--- config.mk ---
export PLATFORM = sky130hd
export DESIGN_NAME = sat_counter
export DESIGN_NICKNAME = d
export VERILOG_FILES = /design/src/rtl/sat_counter.sv
export SDC_FILE = /design/constraint.sdc
export NUM_CORES = 1
export LEC_CHECK = 0
export ABC_AREA = 1
export CORE_UTILIZATION = 30
export DETAILED_ROUTE_END_ITERATION = 8
export GPL_ROUTABILITY_DRIVEN = 0
export PLACE_DENSITY_LB_ADDON = 0.05
export SETUP_SLACK_MARGIN = 0.2
export SLEW_MARGIN = 20
export SYNTH_ARGS = -nofsm -noshare
export SYNTH_HDL_FRONTEND = slang
export SYNTH_SLANG_ARGS = --single-unit
--- constraint.sdc ---
create_clock -name i_clk -period 1.55 [get_ports i_clk]
set_input_delay 0.155 -clock i_clk [delete_from_list [all_inputs] [get_ports i_clk]]
set_output_delay 0.155 -clock i_clk [all_outputs]
set_load 0.01 [all_outputs]
--- src/rtl/sat_counter.sv ---
// Saturating up-counter. A clear and an increment on the same edge leaves the count at 1.
module sat_counter #(
    parameter int unsigned W = 8
) (
    input  logic         i_clk,
    input  logic         i_rst_n,
    input  logic         i_clr,
    input  logic         i_inc,
    output logic [W-1:0] o_q
);

    logic [W-1:0] r_q;
    logic         w_full;

    assign w_full = &r_q;

    always_ff @(posedge i_clk) begin
        if (!i_rst_n) begin
            r_q <= '0;
        end else if (i_clr) begin
            r_q <= i_inc ? W'(1) : '0;
        end else if (i_inc && !w_full) begin
            r_q <= r_q + W'(1);
        end
    end

    assign o_q = r_q;

endmodule

# Word-level counts from Yosys, hierarchy flattened
# Cells that the tools add are included.
[op_classes]
add_sub_neg = 1
n_reduce_logical = 4
muxes = 3
[ops]
columns = ["operator", "n"]
rows = [
  ["$mux W8", 2],
  ["$add A8 B1 Y8 const B", 1],
  ["$reduce_and A8 Y1", 1],
  ["$reduce_bool A2 Y1", 1],
  ["$logic_and A1 B1 Y1", 1],
  ["$logic_not A1 Y1", 1],
  ["$mux W1", 1],
]
[totals]
word_cells = 9
in_bits = 4
output_inout_bits = 8
regBits = 8

# Longest topological paths before layout
[depth]
depth_word = 5
ltp_mapped = 8
depth_no_buf = 8

# Worst setup path before layout
# OpenSTA, ideal clock, no wires.
[synth_timing]
path_type = "reg-to-reg"
startpoint = "reg r_q[0], in the netlist o_q[0]"
endpoint = "reg r_q[0], in the netlist o_q[0]"
arrival_time_ns = 1.194
path_stages_with_launch = 9
synth_period_minus_slack_ns = 1.310
n_path_buf = 0
setup_slack_ns = 0.240
t_required_ns = 1.434
setup_time_ns = 0.116
cell_sequence = "dfxtp_1 > ha_1 > nand2_2 > nor2_2 > nand2_4 > nand2_4 > nand2_2 > nand2_1 > a21oi_1"
[synth_via]
elab_chain_len = 4
[synth_rtl]
columns = ["item", "line", "source"]
rows = [
  ["start, declared", "12", "logic [W-1:0] r_q;"],
  ["start signal, assigned", "21", "r_q <= i_inc ? W'(1) : '0;"],
  ["start signal, assigned", "23", "r_q <= r_q + W'(1);"],
  ["parallel branches: the longest is 4 deep, another holds $add A8 B1 Y8", "--", ""],
]
# Parallel ways; which one is timed is not known. The select of a mux whose other input is x is not followed.
# A chain may end at the register's enable or synchronous reset.

# Final worst setup path
[layout_timing]
startpoint = "reg r_q[1], in the netlist o_q[1]"
endpoint = "out o_q[1]"
[layout_lines]
columns = ["item", "line", "source"]
rows = [
  ["end, declared", "9", "output logic [W-1:0] o_q"],
]
# No word-level cell between the ends.

==> impl_metrics.json <==
{
  "outcome": "complete, no violations",
  "ant_nets": 0,
  "worst_pin_slew_ps": 391,
  "r2r-start": "o_q[0]",
  "dieWidth_um": 42.1,
  "final_common_cell": "nand2_1",
  "wl_per_cell_um": 10.9,
  "gr-total-overflow": 0,
  "synth_fa_ha_area_share_pct": 2.59,
  "endpoint": "o_q[1]",
  "viasPerCell": 4.98,
  "htreeDepth": 1,
  "worstReg2RegEnd": "o_q[0]",
  "seq_area_frac_synth_pct": 33.2,
  "synth_cells": 73,
  "synthesis.nets": 78,
  "p_per_area_nw_per_um2": 631,
  "worst_path_dominant_cell_family": "buffers and inverters",
  "max_stage_delay_ps": 530,
  "die_y_um": 42.1,
  "cts_tree": "built",
  "rsz0062_at_grt": "false",
  "dpl-instance-area_um2": 621,
  "hold_class": "reg2reg",
  "fin_crit_ps": 1320,
  "fin_hold_ws_ps": 464,
  "crit_type": "reg2out",
  "cts_hold_buf": 0,
  "dieArea_um2": 1770,
  "setup_viol": 0,
  "start_util_pct": 32.1,
  "max_cap_violations": 0,
  "yosys_warnings": 0,
  "layout-drive-gt1-share_pct": 20.5,
  "firstDrtPassIters": 4,
  "cp-end-kind": "output port",
  "fmax_mhz": 759,
  "clk_latency_ps": 260,
  "area_growth_pct": 44.8,
  "post_cts_buffers": 0,
  "drc": 0,
  "relSlewSlack_pct": 73.8,
  "core_area_um2": 1510,
  "synth.mux.area_fraction_pct": 0,
  "worstPathArrival_ps": 1160,
  "nets": 95,
  "core.rowCount": 14,
  "grt_pass1_wl_mm": 1.84,
  "grt_pass1_vias": 432,
  "crit_path_top_delay_cell": "clkdlybuf4s50_1",
  "path_clk_slew_ps": 60,
  "routed_wl_mm": 1.14,
  "largest_reg_flops": 8,
  "synth_xor_area_share_pct": 0,
  "cts_resized": 5,
  "synth_seq_cells": 8,
  "required_ps": 1390,
  "peakVddDrop_mv": 0.458,
  "io-pin-count": 12,
  "io_buffers": 11,
  "syn-cell-area_um2": 483,
  "synth-simple-area-share_pct": 47.4,
  "hold_violations": 0,
  "fin_area_um2": 699,
  "most-common-layout-cells": "nand2_1, nor2_1, inv_1, nand3_1, clkdlybuf4s50_1",
  "grt_usage_pct": 14.0,
  "timing.final.crit_share_pct": 85.0,
  "vias": 518,
  "clock-sinks": 8,
  "path_buf_inv": 1,
  "crit_cells": 1,
  "synth_top_family_by_area": "simple AND/OR/NAND/NOR gates",
  "drtIter0Drc": 12,
  "grt_max_degree": 9,
  "crit_start": "o_q[1]",
  "diodes": 0,
  "synth-compound-area-share_pct": 9.07,
  "drv_slew": 0,
  "power_leakage_nw": 0.360,
  "reg2reg_depth": 8,
  "cp_max_fo": 5,
  "cts_made_buffers": 3,
  "avgSynthCellArea_um2": 6.62,
  "synth.distinct_cells": 18,
  "ff2ff_setup_slack_ps": 340,
  "hpwlAfterDp_um": 825,
  "skew_ps": 0.712,
  "crit_chain": "clkdlybuf4s50_1",
  "root_buffer": "clkbuf_4",
  "grt_antenna_before_repair": 0,
  "setup_tns_ps": 0,
  "clock_path_buffers": 2,
  "cp-start-kind": "flip-flop"
}
==> cell families after synthesis <==
| group | Yosys count |
|---|---|
| AND/OR/NAND/NOR | 46 |
| AO/OA/AOI/OAI | 8 |
| flip-flops | 8 |
| adder cells (fa/ha/maj) | 1 |
| buffers and inverters | 10 |
==> layout make-up <==
type,count,area (um^2)
Clock buffer,3,22.5
Fill cell,158,807
Inverter,10,37.5
Multi-Input combinational cell,55,322
Sequential cell,8,170
Tap cell,16,20.0
Timing Repair Buffer,12,128
==> through the flow <==
| stage | utilization (%) | power [W] | instances | worst slack, ps |
|---|---|---|---|---|
| finish | 46.4 | 0.000441 | 104 | 233 |
| global route | 46.4 | 0.000462 | 104 | 201 |
| CTS | 43.4 | 0.000441 | 104 | 205 |
| detailed placement | 41.2 | 0.000277 | 101 | 148 |
| global placement | 41.2 | 0.000277 | 101 | 147 |
| floorplan | - | 0.000247 | 73 | 240 |
==> synthesized netlist by cell type, drive strengths merged <==
cell / n / share of area [%]
nand2: 19 / 19
nor2: 13 / 12
inv: 10 / 7.8
nand3: 9 / 9.3
dfxtp: 8 / 33
a21oi: 6 / 7.0
nand4: 3 / 3.9
o21ai: 2 / 2.1
ha: 1 / 2.6
nand3b: 1 / 1.6
nor3: 1 / 1.0
==> per-layer routing <==
layer  global-route usage (%)  wire (um)  up-vias
met4                     11.3         37        0
li1                         -          -      266
met5                        0          0        -
met1                     18.4        532      230
met2                     20.0        502       17
met3                     2.59         63        5
==> where the power goes <==
group	leakage, nW	internal, W	switching, W
combinational	0.278	0.0000280	0.0000330
sequential	0.0673	0.000209	0.00000689
clock	0.0138	0.0000889	0.0000753
total	0.360	0.000326	0.000115
==> worst min path at each step <==
stage,depth (start not counted),startpoint,to
final,2,o_q[6],o_q[6]
after global routing,2,o_q[6],o_q[6]
after CTS,2,o_q[6],o_q[6]
after detailed placement,2,o_q[6],o_q[6]
after global placement,2,o_q[6],o_q[6]
after floorplan,2,i_rst_n,o_q[7]
==> tightest hold or removal path, stage by stage, from the launching register on <==
cell	delay, ps
dfxtp_1	320
inv_1	50
a21oi_1	50
Note: power is estimated with default switching activity, not from simulation.
